### config.mk
export PLATFORM = sky130hd
export DESIGN_NAME = input_frame_latch
export DESIGN_NICKNAME = d
export VERILOG_FILES = /design/src/rtl/input_frame_latch.sv
export SDC_FILE = /design/constraint.sdc
export NUM_CORES = 1
export LEC_CHECK = 0
export ABC_CLOCK_PERIOD_IN_PS = 1900
export CAP_MARGIN = 20
export CORE_ASPECT_RATIO = 1.1
export CORE_MARGIN = 2
export CORE_UTILIZATION = 50
export DETAILED_ROUTE_END_ITERATION = 10
export GPL_ROUTABILITY_DRIVEN = 0
export PLACE_DENSITY = 0.74
export SKIP_LAST_GASP = 1
export SLEW_MARGIN = 10
export SYNTH_ARGS = -nofsm -noshare
export SYNTH_HDL_FRONTEND = slang
export SYNTH_SLANG_ARGS = --single-unit
### constraint.sdc
create_clock -name sys_clk -period 1.9 [get_ports sys_clk]
set_clock_uncertainty 0.15 [all_clocks]
set_input_delay 0.38 -clock sys_clk [delete_from_list [all_inputs] [get_ports sys_clk]]
set_output_delay 0.38 -clock sys_clk [all_outputs]
set_load 0.01 [all_outputs]
### src/rtl/input_frame_latch.sv
// Debounces both players' raw button lines and latches them once per frame
// strobe, holding the latched frame until game_logic reports completion.
module input_frame_latch #(
    parameter int INPUT_DEPTH     = 5,
    parameter int DEBOUNCE_CYCLES = 16
) (
    input  logic                   sys_clk,
    input  logic                   rst,
    input  logic [INPUT_DEPTH-1:0] p1_buttons,
    input  logic [INPUT_DEPTH-1:0] p2_buttons,
    input  logic                   frame_clk,
    input  logic                   done_gen,
    output logic [INPUT_DEPTH-1:0] p1_inputs,
    output logic [INPUT_DEPTH-1:0] p2_inputs,
    output logic                   inputs_valid,
    output logic [15:0]            frame_count,
    output logic [7:0]             overrun_count
);

    localparam int NBITS = 2 * INPUT_DEPTH;
    localparam int CW    = (DEBOUNCE_CYCLES > 2) ? $clog2(DEBOUNCE_CYCLES) : 1;
    localparam logic [CW-1:0] CNT_MAX = CW'(DEBOUNCE_CYCLES - 1);

    typedef enum logic {
        IDLE,
        WAIT_DONE
    } state_t;

    logic [NBITS-1:0] raw_all;
    logic [NBITS-1:0] stable_all;

    assign raw_all = {p2_buttons, p1_buttons};

    // Per-bit synchronizer and debounce filter. The counter only runs while the
    // synchronized bit disagrees with the stable value, and stops at CNT_MAX.
    generate
        for (genvar gi = 0; gi < NBITS; gi++) begin : g_bit
            logic          s1_reg;
            logic          s2_reg;
            logic          stable_reg;
            logic          stable_next;
            logic [CW-1:0] cnt_reg;
            logic [CW-1:0] cnt_next;

            always_comb begin
                cnt_next    = '0;
                stable_next = stable_reg;
                if (s2_reg != stable_reg) begin
                    if (cnt_reg == CNT_MAX) begin
                        stable_next = s2_reg;
                    end else begin
                        cnt_next = cnt_reg + 1'b1;
                    end
                end
            end

            always_ff @(posedge sys_clk or negedge rst) begin
                if (!rst) begin
                    s1_reg     <= 1'b0;
                    s2_reg     <= 1'b0;
                    stable_reg <= 1'b0;
                    cnt_reg    <= '0;
                end else begin
                    s1_reg     <= raw_all[gi];
                    s2_reg     <= s1_reg;
                    stable_reg <= stable_next;
                    cnt_reg    <= cnt_next;
                end
            end

            assign stable_all[gi] = stable_reg;
        end
    endgenerate

    logic       frame_s1_reg;
    logic       frame_s2_reg;
    logic       frame_d_reg;
    logic       done_s1_reg;
    logic       done_s2_reg;
    logic       done_d_reg;
    logic [1:0] warm_reg;
    logic       frame_armed_reg;
    logic       frame_armed_next;
    logic       frame_edge;
    logic       done_edge;

    // warm_reg[1] marks the point where frame_s2_reg reflects a real sample
    // rather than its reset value; a frame edge is only accepted after the
    // synchronized strobe has genuinely been seen low since reset.
    assign frame_armed_next = frame_armed_reg | (warm_reg[1] & ~frame_s2_reg);
    assign frame_edge       = frame_armed_reg & frame_s2_reg & ~frame_d_reg;
    assign done_edge        = done_s2_reg & ~done_d_reg;

    always_ff @(posedge sys_clk or negedge rst) begin
        if (!rst) begin
            frame_s1_reg    <= 1'b0;
            frame_s2_reg    <= 1'b0;
            frame_d_reg     <= 1'b0;
            done_s1_reg     <= 1'b0;
            done_s2_reg     <= 1'b0;
            done_d_reg      <= 1'b0;
            warm_reg        <= 2'b00;
            frame_armed_reg <= 1'b0;
        end else begin
            frame_s1_reg    <= frame_clk;
            frame_s2_reg    <= frame_s1_reg;
            frame_d_reg     <= frame_s2_reg;
            done_s1_reg     <= done_gen;
            done_s2_reg     <= done_s1_reg;
            done_d_reg      <= done_s2_reg;
            warm_reg        <= {warm_reg[0], 1'b1};
            frame_armed_reg <= frame_armed_next;
        end
    end

    state_t                 state_reg;
    state_t                 state_next;
    logic [INPUT_DEPTH-1:0] p1_reg;
    logic [INPUT_DEPTH-1:0] p1_next;
    logic [INPUT_DEPTH-1:0] p2_reg;
    logic [INPUT_DEPTH-1:0] p2_next;
    logic [15:0]            frame_count_reg;
    logic [15:0]            frame_count_next;
    logic [7:0]             overrun_count_reg;
    logic [7:0]             overrun_count_next;
    logic                   load;

    always_comb begin
        state_next         = state_reg;
        overrun_count_next = overrun_count_reg;
        load               = 1'b0;
        case (state_reg)
            IDLE: begin
                if (frame_edge) begin
                    load = 1'b1;
                end
            end
            WAIT_DONE: begin
                if (frame_edge && done_edge) begin
                    load = 1'b1;
                end else if (frame_edge) begin
                    if (overrun_count_reg != 8'hFF) begin
                        overrun_count_next = overrun_count_reg + 8'd1;
                    end
                end else if (done_edge) begin
                    state_next = IDLE;
                end
            end
            default: state_next = IDLE;
        endcase

        p1_next          = p1_reg;
        p2_next          = p2_reg;
        frame_count_next = frame_count_reg;
        if (load) begin
            p1_next          = stable_all[INPUT_DEPTH-1:0];
            p2_next          = stable_all[NBITS-1:INPUT_DEPTH];
            frame_count_next = frame_count_reg + 16'd1;
            state_next       = WAIT_DONE;
        end
    end

    always_ff @(posedge sys_clk or negedge rst) begin
        if (!rst) begin
            state_reg         <= IDLE;
            p1_reg            <= '0;
            p2_reg            <= '0;
            frame_count_reg   <= '0;
            overrun_count_reg <= '0;
        end else begin
            state_reg         <= state_next;
            p1_reg            <= p1_next;
            p2_reg            <= p2_next;
            frame_count_reg   <= frame_count_next;
            overrun_count_reg <= overrun_count_next;
        end
    end

    assign p1_inputs     = p1_reg;
    assign p2_inputs     = p2_reg;
    assign inputs_valid  = (state_reg == WAIT_DONE);
    assign frame_count   = frame_count_reg;
    assign overrun_count = overrun_count_reg;

endmodule

# Word-level counts from Yosys, hierarchy flattened
# Cells that the tools add are included.
# totals
n_memories	0
mem_bits_rw	0
wordCells	136
romBits	0
regBits	114
input_bits	14
latch_bits	0
# classes
n_addsub	12
muxes	28
n_lt_le_gt_ge	0
n_mul	0
div	0
eq_ne	21
reduce_logical	12
shifts	0
bitwise	10
# ops
op	n
2-to-1 mux 4 bit	20
adder 4 x 1 -> 4 bit (second input constant)	10
== test 4 bit (second input constant)	10
AND reduction 2 bit	10
adder 16 x 1 -> 16 bit (second input constant)	1
!= test 1 bit	10
adder 8 x 1 -> 8 bit (second input constant)	1
!= test 8 bit (second input constant)	1
2-to-1 mux 1 bit	7
inverter 1 bit	5
AND 1 bit	4
AND reduction 4 bit	1
case mux 1 bit (2 select lines)	1
logical AND 1 bit	1
OR 1 bit	1

# Depth between registers and ports, before layout
# Gate-level depths: netlist of run 1.
# depth
depth_word	7
ltp_mapped	5
mapped_depth_nobuf	5

# Worst setup path before layout of run 1
# No wires, ideal clock.
# synth_timing
kind	register to register
from	register frame_d_reg
to	register overrun_count_reg[1], in the netlist overrun_count[1]
t_arrival_ns	1.572
period_less_slack_ns	1.850
path_buffers	1
required_time_ns	1.622
setup_slack_ns	0.050
path_stages_with_launch	6
cell_sequence	dfrtp_1 > nand3b_1 > or3b_1 > buf_2 > nor2_1 > mux2_1
# synth_between
elab_chain_cells	5
# synth_rtl
element	line	text
start: declaration	77	logic frame_d_reg;
start signal: assignment	107	frame_d_reg <= frame_s2_reg;
inverter 1 bit *	91	assign frame_edge = frame_armed_reg & frame_s2_reg & ~frame_d_reg;
AND 1 bit *	91	
logical AND 1 bit	139	if (frame_edge && done_edge) begin
inverter 1 bit (no line)	--	
AND reduction 4 bit (no line) *	--	
end signal: assignment	175	overrun_count_reg <= overrun_count_next;
end: declaration	124	logic [7:0] overrun_count_reg;
# Every way passes the cells marked *; elsewhere a longest branch is shown, timed or not.
# A chain may end at the register's enable or synchronous reset.

# Final worst setup path of run 1
# layout_timing
from	register state_reg, in the netlist inputs_valid
to	output inputs_valid
# layout_rtl
element	line	text
start: declaration	116	state_t state_reg;
start signal: assignment	171	state_reg <= state_next;
end: declaration	15	output logic inputs_valid,
# No word-level cell between the ends.

==> out/results.txt, run 1 <==
DP HPWL -> 5150 um
H-Tree Depth -> 4
critical path data arrival time -> 1.29 ns
Area Overhead vs Synth -> 30.62%
RSZ-0062 raised after global routing -> yes
Worst Hold Class -> in -> reg
max incr delay on CP -> 0.38 ns
Setup WS post-layout -> 0.07789 ns
WS Path Type -> reg -> out
Final ANT Viol Nets -> 0
crit path from -> inputs_valid
final hold viol count -> 0
die span in y -> 102.8 um
final WL -> 7635 um
pin count of the biggest net entering global routing -> 57
# IOs -> 49
Die ar. -> 9636 um^2
syn nets -> 354
clk sinks -> 114
CP max FO -> 5
slowest stage cell, crit path -> dfrtp_1
required time worst endpoint -> 1.37 ns
reg2reg start -> frame_d_reg
First-pass DRT Iterations -> 4
Core ar. -> 8738 um^2
Post-synth ARST share -> 100.0%
most frequent cells in the layout -> dfrtp_1, xnor2_1, dlygate4sd2_1, mux2_1, a21oi_1
antenna violations before repair -> 0
post-synthesis register bit count -> 114
Die W -> 93.78 um
CP endpoint kind -> output pin
Rows -> 36
worst reg-to-reg setup slack -> 0.11 ns
status -> complete, no violations
Worst Reg2Reg Path Length in Cells -> 4
Post-Syn Area -> 4433 um^2
Tmin final -> 1.822 ns
starting DRC count in detailed routing -> 80
worst-skew pair later-pin latency -> 0.51 ns
CTS buffer count -> 17
via count -> 2754
Yosys cell types -> 29
Worst-path clk slew -> 0.05 ns
Post-DP Area -> 5174 um^2
number of max-cap violations -> 0
final hold slack -> 0.1626 ns
FF-to-FF End -> overrun_count[1]
Cell Chain, Critical Path -> buf_4 > clkdlybuf4s15_1
Routed WL per cell -> 14.17 um
gr usage total -> 17.60%
pins over their slew limit -> 0
Fin Setup TNS -> 0 ns
Synth Area per Inst -> 13.52 um^2
Synth Instances -> 328
Peak VDD IR -> 655.6 uV
via count of the first global-routing pass -> 2807
Pwr Density -> 1125 nW/um^2
Place WS -> 0.03237 ns
IO buf count -> 48
first-pass GRT wire length -> 12770 um
crit path capture -> inputs_valid
Initial Utilization -> 50.73%
detail-routed via count per cell -> 5.109
period utilisation layout -> 95.90%
layout cells sized above 1 -> 13.88%
Leakage -> 0.002716 uW
root buffer cell -> clkbuf_8
register area share after synthesis -> 64.35%
startpoint type of the worst setup path -> flip-flop
Post-Layout Inst Area -> 5791 um^2
Congestion Overflow GR -> 0
Largest register FFs -> 40
number of flops mapped to enable cells by yosys -> 0
most common cell after layout, fill and taps aside -> dfrtp_1
fmax -> 548.8 MHz
Final setup viols -> 0
diode count -> 0
filler cell count -> 641
Clock Tree Buf Depth -> 2
CTS tree -> yes
Synthesis Warnings -> 0
nets -> 439
DRC Markers -> 0
Primary FF master, synth -> dfrtp_1
[routing by layer]
metal  wire, um  share of wire [%]  GRT usage, %  vias up
li1           -                  -             -     1312
met1       3420                 45         21.15     1367
met2       3711                 49         28.85       64
met3        383                5.0         6.360       11
met4        120                1.6         7.692        0
met5          0                  0             0        -
[power breakdown]
part           leakage [uW]  internal, uW  switching, uW
combinational      0.000966           351            363
clock              0.000270          2010           1040
sequential          0.00148          2600            147
[cells by family (layout without fill, tap and decap cells)]
logic type,count (synthesis),in the layout,synth area share [%]
adders and majority gates,12,12,3.387
buffers and inverters,15,112,1.326
DFF,114,114,64.35
AOI/OAI and AO/OA,34,34,4.432
and+or+nand+nor,88,88,12.53
xor gates and xnor gates,42,42,8.298
muxes,22,22,5.589
other,1,1,0.08459
[worst max-delay path: cells and delay by family, from the launching register on]
family	cells	cell delay (ns)
flip-flops	1	0.38
buffers and inverters	2	0.40
[worst min path at each step]
stage                   from         endpoint  slack (ns)  cells past startpoint
2_1_floorplan            rst       done_d_reg       -0.07                      0
3_3_place_gp             rst  g_bit[5].s2_reg        0.17                      1
3_5_place_dp             rst  g_bit[5].s2_reg        0.18                      1
4_1_cts        p2_buttons[2]  g_bit[7].s1_reg        0.14                      1
5_1_grt        p2_buttons[1]  g_bit[6].s1_reg        0.14                      1
6_report       p2_buttons[2]  g_bit[7].s1_reg        0.16                      1
[Yosys cell counts, drive strengths merged (2+ instances only)]
master,n,area share [%]
a2111oi,2,0.68
a21oi,21,2.5
and3,2,0.28
and4,2,0.40
buf,2,0.23
dfrtp,114,64
ha,12,3.4
inv,13,1.1
mux2,22,5.6
nand2,8,0.68
nand3,17,1.9
nand4,7,0.99
nand4b,11,2.2
nor2,12,1.0
nor2b,10,1.4
nor3b,11,1.9
nor4,3,0.85
o21ai,10,1.1
xnor2,32,6.3
xor2,10,2.0
[layout make-up]
type / count / area [um^2] / area share, %
Clock buffer: 21 / 439.2 / 7.584
Clock inverter: 10 / 135.1 / 2.334
Sequential cell: 114 / 2853 / 49.27
Timing Repair Buffer: 68 / 618.1 / 10.67
Multi-Input combinational cell: 199 / 1554 / 26.84
Inverter: 13 / 48.80 / 0.8427
Tap cell: 114 / 142.6 / 2.463
[through the flow]
stage | std cells | power [uW] | utilization, %
floorplan | 328 | 3085 | -
global placement | 502 | 3491 | 59.21
detailed placement | 502 | 3532 | 59.21
CTS | 538 | 6578 | 65.74
global route | 539 | 6791 | 66.27
finish | 539 | 6517 | 66.27
[repair_timing]
item | CTS | global route
pin swaps | 0 | 1
endpoints found under the setup margin | 35 | 16
setup buffers | 4 | 1
gates cloned | 0 | 0
endpoints found under the hold margin | 25 | 0
hold buffers | 1 | 0
gates resized for setup | 35 | 10
Power figures use the tool's default switching activity.
==> inputs of run 2 (changes only) <==
--- a/config.mk
+++ b/config.mk
@@ -6,13 +6,12 @@
 export NUM_CORES = 1
 export LEC_CHECK = 0
 export ABC_CLOCK_PERIOD_IN_PS = 1900
-export CAP_MARGIN = 20
 export CORE_ASPECT_RATIO = 1.1
 export CORE_MARGIN = 2
 export CORE_UTILIZATION = 50
 export DETAILED_ROUTE_END_ITERATION = 10
 export GPL_ROUTABILITY_DRIVEN = 0
-export PLACE_DENSITY = 0.74
+export PLACE_DENSITY = 0.81
 export SKIP_LAST_GASP = 1
 export SLEW_MARGIN = 10
 export SYNTH_ARGS = -nofsm -noshare
==> run 2 against run 1 <==
Largest cell class unchanged. Global-route usage up 0.58 points. Sequential cell count unchanged. Final area up 0.54%. Wire length down 0.41%. Register-to-register slack worse by 0.02 ns. Final cell count up 0.19%. Worst setup slack worse by 0.018 ns. Non-clock buffer count unchanged. Sequential power about the same. Clock power up 7.5%. Count of clock-buffer cells in the layout down 4. Sequential share of layout area down 0.26 points.
==> out/results.txt, run 2 (same netlist as run 1, synthesis figures left out) <==
IO buf count -> 48
Core ar. -> 8738 um^2
Post-Layout Inst Area -> 5822 um^2
starting DRC count in detailed routing -> 93
Die W -> 93.78 um
DRC Markers -> 0
Fin Setup TNS -> 0 ns
fmax -> 543.4 MHz
Post-Layout Cell Count -> 540
root buffer cell -> clkbuf_8
slowest stage cell, crit path -> dfrtp_1
required time worst endpoint -> 1.37 ns
via count -> 2811
Congestion Overflow GR -> 0
Power Total -> 6720 uW
Tmin final -> 1.840 ns
H-Tree Depth -> 4
Peak VDD IR -> 731.1 uV
Routed WL per cell -> 14.08 um
period utilisation layout -> 96.85%
status -> complete, no violations
worst-skew pair later-pin latency -> 0.51 ns
nets -> 439
DP HPWL -> 4917 um
# IOs -> 49
CTS buffer count -> 17
clk sinks -> 114
Largest register FFs -> 40
final hold viol count -> 0
first-pass GRT wire length -> 13190 um
Rows -> 36
CTS tree -> yes
pin count of the biggest net entering global routing -> 58
antenna violations before repair -> 0
Leakage -> 0.002740 uW
CP endpoint kind -> output pin
Final setup viols -> 0
CP max FO -> 5
layout cells sized above 1 -> 14.55%
First-pass DRT Iterations -> 4
Cell Chain, Critical Path -> buf_4 > clkdlybuf4s15_1
number of max-cap violations -> 0
reg2reg start -> frame_count[0]
Final ANT Viol Nets -> 0
Area Overhead vs Synth -> 31.33%
Post-DP Area -> 5171 um^2
Pwr Density -> 1154 nW/um^2
startpoint type of the worst setup path -> flip-flop
pins over their slew limit -> 0
Worst-path clk slew -> 0.06 ns
WS Path Type -> reg -> out
most frequent cells in the layout -> dfrtp_1, xnor2_1, dlygate4sd2_1, mux2_1, a21oi_1
Worst Hold Class -> in -> async
critical path data arrival time -> 1.31 ns
Clock Tree Buf Depth -> 2
die span in y -> 102.8 um
gr usage total -> 18.18%
most common cell after layout, fill and taps aside -> dfrtp_1
via count of the first global-routing pass -> 2918
filler cell count -> 658
detail-routed via count per cell -> 5.206
Die ar. -> 9636 um^2
crit path from -> frame_count[0]
max incr delay on CP -> 0.38 ns
final WL -> 7604 um
# placed instances -> 500
Initial Utilization -> 50.73%
diode count -> 0
-- run 2: where the power goes --
group | internal, uW | switching [uW] | total (uW)
registers | 2600 | 141 | 2740
clock network | 2140 | 1140 | 3280
logic | 344 | 355 | 699
-- run 2: worst paths after layout --
check | slack, ns | cells past startpoint | end
setup / recovery | 0.06 | 2 | frame_count[0]
setup reg to reg | 0.09 | 6 | frame_count[12]
max in group asynchronous | 0.86 | 3 | inputs_valid
hold / removal | 0.15 | 2 | g_bit[2].s1_reg
hold reg to reg | 0.19 | 0 | done_s2_reg
min in group sys_clk | 0.15 | 1 | g_bit[1].s1_reg
-- run 2: stage by stage --
stage                     utilization, %  hold slack [ns]  setup slack (ns)
after detailed placement           59.18           0.1477           0.03939
after floorplan                        -         -0.06559           0.05007
after global routing               66.62           0.1227        -0.0006883
final                              66.62           0.1475           0.05984
after CTS                          66.55           0.1202          -0.02434
after global placement             59.18           0.1402           0.09608
-- run 2: timing repair --
action	CTS	global route
cloned	0	0
buffers inserted	7	0
hold buffers	1	0
hold endpoints to repair	114	0
endpoints found under the setup margin	35	5
resized for setup	37	3
-- run 2: layer usage --
layer	vias up	track usage (%)	routed length (um)
met4	0	11.37	160
met1	1403	21.46	3220
met2	61	28.19	3799
li1	1331	-	-
met5	-	0	0
met3	16	7.018	424
-- run 2: layout make-up --
class / instances / area [um^2] / share of cell area, %
clock buffer: 17 / 414.1 / 7.114
clock inverter: 15 / 209.0 / 3.589
inverter: 13 / 48.80 / 0.8382
multi-input combinational: 199 / 1526 / 26.22
sequential: 114 / 2853 / 49.00
tap: 114 / 142.6 / 2.450
timing repair buffer: 68 / 628.1 / 10.79
-- run 2: critical path, delay by kind of cell, from the launching register on --
kind / cells / cell delay, ns
flip-flops: 1 / 0.38
buffers and inverters: 2 / 0.42
==> inputs of run 3 (changes only) <==
--- a/config.mk
+++ b/config.mk
@@ -5,6 +5,7 @@
 export SDC_FILE = /design/constraint.sdc
 export NUM_CORES = 1
 export LEC_CHECK = 0
+export ABC_AREA = 1
 export ABC_CLOCK_PERIOD_IN_PS = 1900
 export CORE_ASPECT_RATIO = 1.1
 export CORE_MARGIN = 2
==> run 3 against run 2 <==
Worst hold slack gained 0.013 ns. Sequential share of layout area decreased by 0.082 points. Combinational power down 5.0%. Count of clock-buffer cells in the layout grew 11. Sequential cell count is the same.
==> out/results.txt, run 3 <==
status -> complete, no violations
met3 Use GR -> 6.777%
CP endpoint kind -> output pin
# IOs -> 49
final hold slack -> 0.1609 ns
Core ar. -> 8919 um^2
Synth Area per Inst -> 10.35 um^2
Post-Syn Area -> 4604 um^2
via count -> 3148
Largest register FFs -> 40
Yosys cell types -> 25
Worst Hold Class -> in -> reg
antenna violations before repair -> 0
slowest stage cell, crit path -> dfrtp_2
Die W -> 95.50 um
met1 usage -> 21.79%
CP max FO -> 7
Hold EP -> g_bit[1].s1_reg
period utilisation layout -> 93.77%
Area Overhead vs Synth -> 26.87%
crit-path leading delay family -> flip-flops
register area share after synthesis -> 61.96%
required time worst endpoint -> 1.37 ns
WS Path Type -> reg -> out
Leakage -> 0.003054 uW
fmax -> 561.3 MHz
Power Total -> 6428 uW
Cell Chain, Critical Path -> dlygate4sd2_1
DRC Markers -> 0
number of flops mapped to enable cells by yosys -> 0
Slew headroom -> 58.30%
Synth top cells by count -> dfrtp_1, nand2_1, nor2_1, inv_1, nand3_1
Congestion Overflow GR -> 0
root buffer cell -> clkbuf_8
first-pass GRT wire length -> 14240 um
critical path data arrival time -> 1.25 ns
Initial Utilization -> 51.63%
worst reg-to-reg setup slack -> 0.27 ns
FF-to-FF End -> overrun_count[4]
RSZ-0062 raised after global routing -> no
max incr delay on CP -> 0.45 ns
starting DRC count in detailed routing -> 132
pin count of the biggest net entering global routing -> 115
area occupied by multi-input gates -> 1554 um^2
Die ar. -> 9993 um^2
met2 GRT Util -> 31.09%
gr usage total -> 18.58%
pins over their slew limit -> 0
DP HPWL -> 5245 um
hold path depth -> 1
clk sinks -> 114
Worst-path clk slew -> 0.05 ns
area leader, netlist -> dfrtp_1
H-Tree Depth -> 4
Final ANT Viol Nets -> 0
Routed WL per cell -> 12.78 um
filler cell count -> 685
number of max-cap violations -> 0
diode count -> 0
post-synthesis register bit count -> 114
Final setup viols -> 0
final hold viol count -> 0
Rows -> 36
Setup WS post-layout -> 0.1183 ns
Post-synth ARST share -> 100.0%
Primary FF master, synth -> dfrtp_1
reg2reg start -> overrun_count[0]
largest cells by area after synthesis -> dfrtp_1, nand2_1, xnor2_1, nor2_1, inv_1
WP buf/inv -> 1
register area -> 2858 um^2
final WL -> 8271 um
Fin Setup TNS -> 0 ns
Worst Reg2Reg Path Length in Cells -> 8
Place WS -> 0.1325 ns
Pwr Density -> 1100 nW/um^2
count leader, synth -> dfrtp_1
Clock Tree Buf Depth -> 2
Synth Instances -> 445
top cell type's share of synthesized area -> 61.96%
startpoint type of the worst setup path -> flip-flop
Hold Path Origin -> p1_buttons[1]
First-pass DRT Iterations -> 4
Synthesis Warnings -> 0
final core area utilization -> 65.50%
CTS tree -> yes
worst-skew pair later-pin latency -> 0.50 ns
Tmin final -> 1.782 ns
CTS buffer count -> 17
nets -> 546
IO buf count -> 48
Peak VDD IR -> 773.4 uV
syn nets -> 471
die span in y -> 104.6 um
gr busiest metal -> met2
via count of the first global-routing pass -> 3262
worst-margin pin slew -> 0.6255 ns
detail-routed via count per cell -> 4.866
layout cells sized above 1 -> 11.44%
most frequent cells in the layout -> nand2_1, dfrtp_1, nor2_1, inv_1, dlygate4sd2_1
## run 3: changes by cell type after synthesis, moves of 6 or more
cell,delta
nand2_1,+103
nor2_1,+39
inv_1,+32
mux2_1,-22
a21oi_1,-17
nand3_1,+12
nand4b_1,-11
nor3b_1,-11
nor2b_1,-10
mux2_2,+7
o21ai_0,-7
xnor2_1,-6
## run 3: worst max-delay path by stage
stage                           startpoint                to  slack [ns]  cells past startpoint
after floorplan           overrun_count[0]  overrun_count[5]        0.44                      8
after detailed placement  overrun_count[0]  overrun_count[4]        0.13                      8
after global placement    overrun_count[0]  overrun_count[1]        0.28                      8
after global routing        frame_count[3]    frame_count[3]        0.07                      1
after CTS                   frame_count[5]    frame_count[5]       -0.14                      1
final                       frame_count[3]    frame_count[3]        0.12                      1
## run 3: layout make-up
cell class,instances,share of cell area (%)
multi-input combinational,282,26.60
inverter,45,2.891
tap,114,2.442
clock buffer,28,8.653
sequential,114,48.92
timing repair buffer,60,9.295
clock inverter,4,1.199
## run 3: where the power goes
group          switching (uW)  internal [uW]  leakage (uW)
combinational             364            300       0.00129
clock                     986           2030      0.000283
sequential                141           2600       0.00148
total                    1490           4940       0.00305
## run 3: routing by layer
layer,vias up,part of all wire (%),wire length (um)
li1,1542,-,-
met5,-,0,0
met1,1535,42,3506
met3,7,4.1,340
met4,0,0.81,67
met2,64,53,4356
## run 3: logic make-up (layout without fill, tap and decap cells)
| family | count (synthesis) | in the layout | synth area share [%] |
|---|---|---|---|
| simple gates | 212 | 212 | 19.81 |
| other cells | 1 | 1 | 0.08144 |
| fa+ha+maj | 12 | 12 | 3.261 |
| compound gates | 9 | 9 | 1.032 |
| flops | 114 | 114 | 61.96 |
| buf+inv | 49 | 137 | 4.348 |
| mux | 7 | 7 | 1.712 |
| xor+xnor | 41 | 41 | 7.799 |
## run 3: what timing repair did
item / CTS / global route
setup buffers: 7 / 0
pin swaps: 0 / 0
hold buffers: 1 / 0
resized for setup: 38 / 2
setup endpoints to repair: 35 / 7
endpoints found under the hold margin: 114 / 0
## run 3: metrics by stage
step	area (um^2)	cells
after CTS	5837	647
after floorplan	4604	445
after detailed placement	5236	607
final	5842	647
after global routing	5842	647
after global placement	5236	607
==> patch (config.mk and constraints of run 3) <==
Take the reset off `p1_reg` and load it in a clocked block of its own.
--- a/src/rtl/input_frame_latch.sv
+++ b/src/rtl/input_frame_latch.sv
@@ -164,5 +164,4 @@
         if (!rst) begin
             state_reg         <= IDLE;
-            p1_reg            <= '0;
             p2_reg            <= '0;
             frame_count_reg   <= '0;
@@ -170,9 +169,12 @@
         end else begin
             state_reg         <= state_next;
-            p1_reg            <= p1_next;
             p2_reg            <= p2_next;
             frame_count_reg   <= frame_count_next;
             overrun_count_reg <= overrun_count_next;
         end
+    end
+
+    always_ff @(posedge sys_clk) begin
+        p1_reg <= p1_next;
     end
 
Function: same outputs for any inputs over 10 cycles, from zero or initial values and one cycle with rst low; that may be too few to reach the edited logic, so the function may still have changed.
==> patch against run 3 <==
Final area rose by 1.7%. Worst setup slack got worse by 0.019 ns. Count of clock-buffer cells in the layout fell by 5. Routed wire length rose by 11%. Synthesized area rose by 0.63%. Worst hold slack got worse by 0.015 ns. Sequential cell count did not move. Total power rose by 5.7%. Synthesized cell count fell by 3.6%. Clock power rose by 8.9%. Critical path depth did not move. Largest cell class unchanged.
==> patch: results (changes against run 3) <==
Drt pass-1 iters: 4 (unchanged)
Number of antenna violations at the first check in global routing: 0 (unchanged)
Clock transition at the registers of the reported paths: 0.05 ns (about the same)
Post-synthesis adder-cell area fraction: 3.24% (-0.020 points)
XOR/XNOR Fraction of Synth Area: 7.75% (-0.048 points)
Half-perimeter wire length of the detailed placement result: 5590 µm (+6.6%)
Largest delay contributor family on the critical path: flip-flops
Fraction of post-synthesis cell area in the top cell type by area: 58.9% (-3.1 points)
Cell types with the largest area share after synthesis: dfrtp_1 (59%), nand2_1 (7.8%), xnor2_1 (4.9%)
Number of post-CTS setup repair buffers: 9 (+2)
Top flip-flop cell by instance count after synthesis: dfrtp_1
Buffers added on ports: 48 (unchanged)
Multiplexer area fraction after synthesis: 1.94% (+0.23 points)
Number of hold-repair buffers added at the cts stage: 1 (unchanged)
Fill cell instance count of the final layout: 623 (-9.1%)
Insertion delay of the later-clocked pin in the worst-skew pair: 0.52 ns (+0.02 ns)
Number of levels in the clock H-tree: 4 (unchanged)
Amount of wire on met2 after detailed routing: 5000 µm (+15%)
Total global-route track usage: 21.2% (+2.6 points)
Metal-1 WL: 3600 µm (+2.5%)
Antenna Diode Count: 0 (unchanged)
Final nets: 532 (-2.6%)
Highest metal used: met4
Maximum number of pins on one net before global-route repair: 42 (-63%)
Grt met3 use: 7.14% (+0.36 points)
Slowest stage cell, crit path: dfrtp_2
Hold WC Path Type: primary input to register
Syn Std Cell Area: 4630 µm² (+0.63%)
Number of gates given a new drive strength after cts: 39 (+2.6%)
Synth cell count leaders: dfrtp_1 (109), nand2_1 (96), nor2_1 (48)
Met1 Resource Use GR: 24.8% (+3.0 points)
Root cell of the clock tree: clkbuf_8
Post-synth EDFFs: 5 (+5)
Worst Path Max Fanout: 7 (unchanged)
Number of buffers on the longest clock path: 2 (unchanged)
Met3 WL: 382 µm (+12%)
Share of final-layout standard cells stronger than drive strength 1: 14.8% (+3.4 points)
Max FFs per register: 40 (unchanged)
Run status: finished, final reports clean
Register area share after synthesis: 62.1% (+0.16 points)
Complex-gate fraction of the synthesized area: 0.972% (-0.060 points)
Leakage power: 3.05 nW (-0.26%)
Iteration-0 DRC Markers: 169 (+28%)
Maximum vdd ir drop: 0.000558 V (-28%)
Per-cell routed wire length: 14.5 µm (+13%)
Async set-or-reset flop fraction in the synthesized netlist: 95.6% (-4.4 points)
Vias per cell: 4.95 (+1.8%)
Arrival @ worst endpoint: 1.27 ns (+0.02 ns)
Met2 Usage GRT: 35.4% (+4.3 points)
Vias in the first global route: 3233 (-0.89%)
Number of distinct library cell variants in the gate-level netlist after synthesis: 29 (+16%)
Number of nets produced by synthesis: 455 (-3.4%)
Wire length of the first global-routing pass: 15800 µm (+11%)
==> patch: cell types whose count changed after synthesis, sizes merged <==
cell / run 3 / this run
nor2: 57 / 56
edfxtp: 0 / 5
buf: 4 / 3
o21ai: 5 / 4
mux2: 7 / 8
a21oi: 3 / 2
clkinv: 0 / 1
inv: 45 / 44
nand2: 113 / 100
dfrtp: 114 / 109
==> patch: through the flow <==
stage | hold WS (ns) | util, % | worst slack [ns] | std cells | instance area, µm²
detailed placement | 0.185 | 59.2 | 0.245 | 591 | 5280
global placement | 0.182 | 59.2 | 0.312 | 591 | 5280
global route | 0.129 | 66.6 | 0.0393 | 633 | 5940
finish | 0.146 | 66.6 | 0.0993 | 633 | 5940
CTS | 0.133 | 66.6 | -0.172 | 633 | 5940
floorplan | -0.0656 | - | 0.437 | 429 | 4630
==> patch: cell type report <==
class / count / area, µm² / area share, %
well taps: 114 / 143 / 2.40
clock inverters: 9 / 153 / 2.57
inverters: 45 / 169 / 2.84
repair buffers: 61 / 563 / 9.47
clock buffers: 23 / 467 / 7.85
flip-flops and latches: 114 / 2880 / 48.5
multi-input cells: 267 / 1570 / 26.3
==> patch: final timing paths <==
path	startpoint	end	slack, ns	cells past startpoint
worst max-delay path	overrun_count[5]	overrun_count[5]	0.1	1
worst min-delay path	p2_buttons[0]	g_bit[5].s1_reg	0.15	1
worst max register to register	overrun_count[0]	overrun_count[3]	0.20	8
worst min register to register	g_bit[7].s1_reg	g_bit[7].s2_reg	0.20	0
max in group asynchronous	rst	g_bit[5].cnt_reg[2]	0.85	3
min in group asynchronous	rst	g_bit[8].cnt_reg[0]	0.20	2
==> patch: power breakdown <==
group,total (mW),switching [mW],internal [mW]
clock network,3.29,1.07,2.23
registers,2.77,0.153,2.62
logic,0.725,0.404,0.321
